[src/rtl/gate_channel_scheduler.sv]
// gate_channel_scheduler: round-robin issue of per-channel samples to a shared gate core, with envelope save/restore and a credit-limited ordered output FIFO
module gate_channel_scheduler #(
  parameter int NUM_CH    = 4,
  parameter int DATA_W    = 24,
  parameter int OUT_DEPTH = 4
) (
  input  logic                        clk,
  input  logic                        rst_n,
  input  logic                        enable,
  input  logic                        clear_env,
  input  logic [NUM_CH-1:0]           in_valid,
  input  logic [NUM_CH*DATA_W-1:0]    in_data,
  output logic [NUM_CH-1:0]           in_ready,
  output logic                        core_valid,
  output logic [$clog2(NUM_CH)-1:0]   core_ch,
  output logic [DATA_W-1:0]           core_data,
  output logic [DATA_W-1:0]           core_env,
  input  logic                        core_rvalid,
  input  logic [$clog2(NUM_CH)-1:0]   core_rch,
  input  logic [DATA_W-1:0]           core_rdata,
  input  logic [DATA_W-1:0]           core_renv,
  output logic                        out_valid,
  output logic [$clog2(NUM_CH)-1:0]   out_ch,
  output logic [DATA_W-1:0]           out_data,
  input  logic                        out_ready,
  output logic                        busy,
  output logic                        proto_err
);
  localparam int CW = $clog2(NUM_CH);
  localparam int IW = $clog2(NUM_CH + 1);
  localparam int FW = $clog2(OUT_DEPTH + 1);
  localparam int PW = $clog2(OUT_DEPTH);
  localparam int SW = (IW > FW ? IW : FW) + 1;
  typedef enum logic [1:0] {IDLE, RUN, DRAIN} state_t;
  state_t state, state_nx;
  logic [DATA_W-1:0] env_bank [NUM_CH];
  logic [CW+DATA_W-1:0] fifo_mem [OUT_DEPTH];
  logic [NUM_CH-1:0] inflight, elig, res_mask;
  logic [IW-1:0] inflight_cnt;
  logic [FW-1:0] fifo_cnt;
  logic [PW-1:0] rd_ptr, wr_ptr;
  logic [CW-1:0] last_grant, gnt_ch;
  logic [SW-1:0] credit_sum;
  logic gnt, res_ok, push, pop;

  always_comb begin
    inflight_cnt = '0;
    for (int i = 0; i < NUM_CH; i++) inflight_cnt = inflight_cnt + IW'(inflight[i]);
  end

  // every in-flight sample already owns a FIFO slot, so this check alone rules out overflow
  assign credit_sum = SW'(fifo_cnt) + SW'(inflight_cnt);
  assign elig = (state == RUN && credit_sum < SW'(OUT_DEPTH)) ? in_valid & ~inflight : '0;

  always_comb begin
    gnt = 1'b0;
    gnt_ch = '0;
    for (int k = 1; k <= NUM_CH; k++)
      if (!gnt && elig[(int'(last_grant) + k) % NUM_CH]) begin
        gnt = 1'b1;
        gnt_ch = CW'((int'(last_grant) + k) % NUM_CH);
      end
  end

  always_comb begin
    state_nx = state;
    case (state)
      IDLE:    state_nx = enable ? RUN : IDLE;
      RUN:     state_nx = enable ? RUN : (inflight_cnt != '0 ? DRAIN : IDLE);
      DRAIN:   state_nx = enable ? RUN : (inflight_cnt == '0 ? IDLE : DRAIN);
      default: state_nx = IDLE;
    endcase
  end

  assign in_ready   = gnt ? NUM_CH'(1) << gnt_ch : '0;
  assign core_valid = gnt;
  assign core_ch    = gnt_ch;
  assign core_data  = in_data[int'(gnt_ch)*DATA_W +: DATA_W];
  assign core_env   = env_bank[gnt_ch];
  assign res_ok     = core_rvalid && inflight[core_rch];
  assign res_mask   = core_rvalid ? NUM_CH'(1) << core_rch : '0;
  assign push       = res_ok;
  assign pop        = out_valid && out_ready;
  assign out_valid  = fifo_cnt != '0;
  assign {out_ch, out_data} = fifo_mem[rd_ptr];
  assign busy       = state != IDLE || out_valid;

  always_ff @(posedge clk or negedge rst_n)
    if (!rst_n) begin
      state      <= IDLE;
      inflight   <= '0;
      last_grant <= CW'(NUM_CH - 1);
      proto_err  <= 1'b0;
      fifo_cnt   <= '0;
      rd_ptr     <= '0;
      wr_ptr     <= '0;
      for (int i = 0; i < NUM_CH; i++) env_bank[i] <= '0;
    end else begin
      state    <= state_nx;
      inflight <= (inflight & ~res_mask) | in_ready;
      if (gnt) last_grant <= gnt_ch;
      if (core_rvalid && !inflight[core_rch]) proto_err <= 1'b1;
      for (int i = 0; i < NUM_CH; i++)
        if (clear_env) env_bank[i] <= '0;
        else if (res_ok && CW'(i) == core_rch) env_bank[i] <= core_renv;
      if (push) wr_ptr <= wr_ptr == PW'(OUT_DEPTH - 1) ? '0 : wr_ptr + 1'b1;
      if (pop) rd_ptr <= rd_ptr == PW'(OUT_DEPTH - 1) ? '0 : rd_ptr + 1'b1;
      fifo_cnt <= fifo_cnt + FW'(push) - FW'(pop);
    end

  always_ff @(posedge clk)
    if (push) fifo_mem[wr_ptr] <= {core_rch, core_rdata};
endmodule

[config.mk]
export PLATFORM = sky130hd
export DESIGN_NAME = gate_channel_scheduler
export DESIGN_NICKNAME = d
export VERILOG_FILES = /design/src/rtl/gate_channel_scheduler.sv
export SDC_FILE = /design/constraint.sdc
export NUM_CORES = 1
export LEC_CHECK = 0
export BUFFER_PORTS_ARGS = -buffer_cell sky130_fd_sc_hd__buf_4
export CAP_MARGIN = 30
export CORE_UTILIZATION = 55
export CTS_CLUSTER_SIZE = 20
export DETAILED_ROUTE_END_ITERATION = 10
export GPL_TIMING_DRIVEN = 0
export PLACE_DENSITY_LB_ADDON = 0.1
export SLEW_MARGIN = 25
export SYNTH_ARGS = -nofsm -noshare
export SYNTH_HDL_FRONTEND = slang
export SYNTH_SLANG_ARGS = --single-unit
export TNS_END_PERCENT = 1
[constraint.sdc]
create_clock -name clk -period 9.8 [get_ports clk]
set_clock_uncertainty 0.1 [all_clocks]
set_input_delay 0.98 -clock clk [delete_from_list [all_inputs] [get_ports clk]]
set_output_delay 0.98 -clock clk [all_outputs]
set_load 0.1 [all_outputs]
==> results.py <==
metrics = {
    "outcome": {
        "outcome": "completed",
    },
    "setup_path": {
        "r2r-start": "inflight[0]$_DFF_PN0_",
        "data_arrival_time_of_the_worst_path_ns": 4.41,
        "timing.critical_path.fanout_max": 10,
        "crit_path_category": "flip-flop to output pin",
        "crit_path_cell_chain": "fa_1 -> ha_1 -> ha_1 -> ha_1 -> nand3_1 -> nand3_1 -> nor2_1 -> clkbuf_1 -> buf_2 -> nand3_1 -> a32oi_1 -> buf_4",
        "crit_path_start": "inflight[0]$_DFF_PN0_",
        "worst_setup_path_end_kind": "output pin",
        "reg2reg_slack_ns": 6.13,
        "critPathRequiredTime_ns": 8.72,
        "critical-path-slowest-cell": "sky130_fd_sc_hd__fa_1",
        "cpPeakStageDelay_ns": 0.53,
        "critPathLaunchType": "flip-flop",
    },
    "synthesis": {
        "asyncSetResetFlopFracSynth": 0.519,
        "synth.distinct_cells": 49,
        "synthTopCellsByCount": "sky130_fd_sc_hd__nand2_1, sky130_fd_sc_hd__dfrtp_1, sky130_fd_sc_hd__edfxtp_1",
        "mappedNetlistArea_um2": 10400,
        "synth_seq_area_share": 0.570,
        "post_synth_edffs": 104,
        "synthesis.yosys.warnings": 0,
        "post-synth-top-area-fraction": 0.300,
        "netlist_top_cells_area": "sky130_fd_sc_hd__edfxtp_1, sky130_fd_sc_hd__dfrtp_1, sky130_fd_sc_hd__nand2_1",
        "synth.most_common_cell": "sky130_fd_sc_hd__nand2_1",
        "syn-mean-instance-area_um2": 10.8,
        "ys_seq_elements": 216,
        "postSynth.topFlopCell": "sky130_fd_sc_hd__dfrtp_1",
        "synth_fp_nets": 1130,
        "synthesis.instances": 961,
        "synth_top_cell_by_area": "sky130_fd_sc_hd__edfxtp_1",
    },
    "die": {
        "num_rows": 49,
        "die_area_um2": 19500,
        "io_pins": 240,
        "initial_core_utilization": 0.569,
        "die_h_um": 140,
        "placeableCoreArea_um2": 18300,
        "dieWidth_um": 140,
    },
    "global_route": {
        "antenna_violations_before_repair": 0,
        "grt_first_pass_wirelength_um": 48500,
        "first_global_vias": 8766,
        "grtUsageTotal": 0.321,
        "maximum_number_of_pins_on_one_net_before_global_route_repair": 74,
        "global_route.overflow_total": 0,
    },
    "place": {
        "place.port_buffers": 238,
        "gp_congestion": 0.912,
        "dpl.hpwl_um": 21300,
        "number_of_placed_instances_taps_included": 1429,
    },
    "clock_network": {
        "clock_insertion_delay_worst_skew_ns": 0.52,
        "clk_pin_slew_worst_paths_ns": 0.06,
        "tritoncts.num_buffers": 23,
        "cts_tree": "done",
        "cts_resized": 0,
        "cts_setup_buffers": 0,
        "cts_num_sinks": 216,
        "clock_tree.htree_level_count": 1,
        "clock-root-buffer": "sky130_fd_sc_hd__clkbuf_16",
        "cts_hold_buf": 0,
        "clock_path_buffers": 3,
    },
    "sta": {
        "finalCritPeriodShare": 0.561,
        "timing_max_transition_violations_final": 0,
        "setup_viol_count_final": 0,
        "timing.fmax_mhz": 182,
        "finalHoldViolCount": 0,
        "grt_setup_unrepaired": "false",
        "max_slew_margin": 0.505,
        "worst_pin_slew_ns": 0.736,
        "post-route-min-period_ns": 5.49,
        "finalSetupTns_ns": 0,
    },
    "cells_and_area": {
        "areaGrowthSynthToFinish_pct": 27.2,
        "finalNetCount": 1394,
        "diodes": 0,
        "finish.cell_count_without_fillers": 1471,
        "share_of_cells_above_drive_strength_1": 0.279,
    },
    "drt": {
        "route.antenna.remaining_nets": 0,
        "wire_per_inst_um": 20.9,
        "drt_iter0_markers": 670,
        "first_pass_iters": 5,
        "drc_errors": 0,
        "drt-total-wl_um": 30700,
        "avgViaCountPerCell": 6.12,
        "via_count": 9007,
    },
    "pwr": {
        "comb_power_share": 0.580,
        "power.internal_mw": 2.14,
        "power.net_switching_mw": 2.47,
        "max_vdd_drop_uv": 189,
        "seq_power_share": 0.239,
        "sw_frac_of_total": 0.535,
        "power.static_leakage_nw": 5.18,
        "power.density_nw_per_um2": 348,
        "clock_power_share": 0.181,
    },
    "flow_run": {
        "drv.max_cap_violation_count": 0,
    },
    "hold_path": {
        "hold_class": "input port to async pin",
    },
}
## routing by layer
metal  up-vias  GRT usage  part of all wire
met5         -          0                 0
met4         0     0.0860             0.023
met3        58     0.0478             0.078
met2       465      0.512              0.48
met1      4378      0.463              0.42
li1       4106          -                 -
## layout by cell type, fill, tap and decap left out, types with 4 or more instances in the layout
cell type and instances:
sky130_fd_sc_hd__ha_1 11, sky130_fd_sc_hd__nor3_1 4, sky130_fd_sc_hd__o21ai_0 89, sky130_fd_sc_hd__a21o_1 4, sky130_fd_sc_hd__and3_2 4, sky130_fd_sc_hd__dfrtp_1 110, sky130_fd_sc_hd__o21ai_1 11, sky130_fd_sc_hd__clkbuf_1 66
sky130_fd_sc_hd__nand2_1 199, sky130_fd_sc_hd__edfxtp_1 104, sky130_fd_sc_hd__buf_2 23, sky130_fd_sc_hd__mux4_2 27, sky130_fd_sc_hd__inv_1 11, sky130_fd_sc_hd__nor2_1 6, sky130_fd_sc_hd__clkbuf_16 23, sky130_fd_sc_hd__nand3_1 50
sky130_fd_sc_hd__a21oi_1 97, sky130_fd_sc_hd__a32oi_1 46, sky130_fd_sc_hd__buf_4 245, sky130_fd_sc_hd__a22oi_1 4, sky130_fd_sc_hd__a211oi_1 49
## critical path, delay by kind of cell (launching register included)
family | cells | cell delay (ns)
fa+ha+maj | 4 | 1.31
buf+inv | 3 | 1.11
simple gates | 4 | 0.82
flops | 1 | 0.43
compound gates | 1 | 0.21
## sequential cells by signal (all words and copies together), names as in the netlist
register	cells
fifo_mem	104
fifo_cnt	3
inflight	4
rd_ptr	2
state	2
env_bank	96
wr_ptr	2
proto_err	1
last_grant	2
## layout make-up
class,instances,area [um2]
fillers,1357,5040
clock inverters,5,65.1
flip-flops and latches,216,5930
clock buffers,37,658
inverters,12,45.0
plain buffers,90,412
repair buffers,239,1820
well taps,229,287
multi-input cells,643,4020
## power groups by stage
stage	clock network, mW	logic [mW]	registers [mW]
after detailed placement	0	2.65	1.12
after global placement	0	2.63	1.11
after global routing	0.879	2.78	1.11
after CTS	0.844	2.66	1.10
after floorplan	0	2.04	1.10
final	0.835	2.67	1.10
## through the flow
step                       util  instance area [um2]  hold slack [ns]  setup WS (ns)  total power [mW]
after floorplan               -                10400            0.381           4.01              3.14
after global placement    0.683                12500            0.386           4.96              3.74
after detailed placement  0.685                12500            0.379           4.92              3.77
after CTS                 0.724                13200            0.281           4.35              4.60
after global routing      0.724                13200            0.292           4.10              4.78
final                     0.724                13200            0.274           4.31              4.61
## logic make-up after synthesis
logic type                 count (synthesis)  synth area share
AOI/OAI and AO/OA                        312             0.184
and+or+nand+nor                          285             0.121
DFF                                      216             0.570
buffers and inverters                    102            0.0439
muxes                                     29            0.0606
adders and majority gates                 14            0.0180
xor gates and xnor gates                   3           0.00253
## worst paths after layout
check                                            to  cells past startpoint
max                                   core_data[18]                     12
min                              state[0]$_DFF_PN0_                      1
min reg2reg                   proto_err$_DFFE_PN0P_                      1
min in group clk              proto_err$_DFFE_PN0P_                      1
max reg2reg                   inflight[0]$_DFF_PN0_                     10
max in group asynchronous  env_bank[71]$_DFFE_PN0P_                      2
Note: power is estimated with default switching activity, not from simulation.
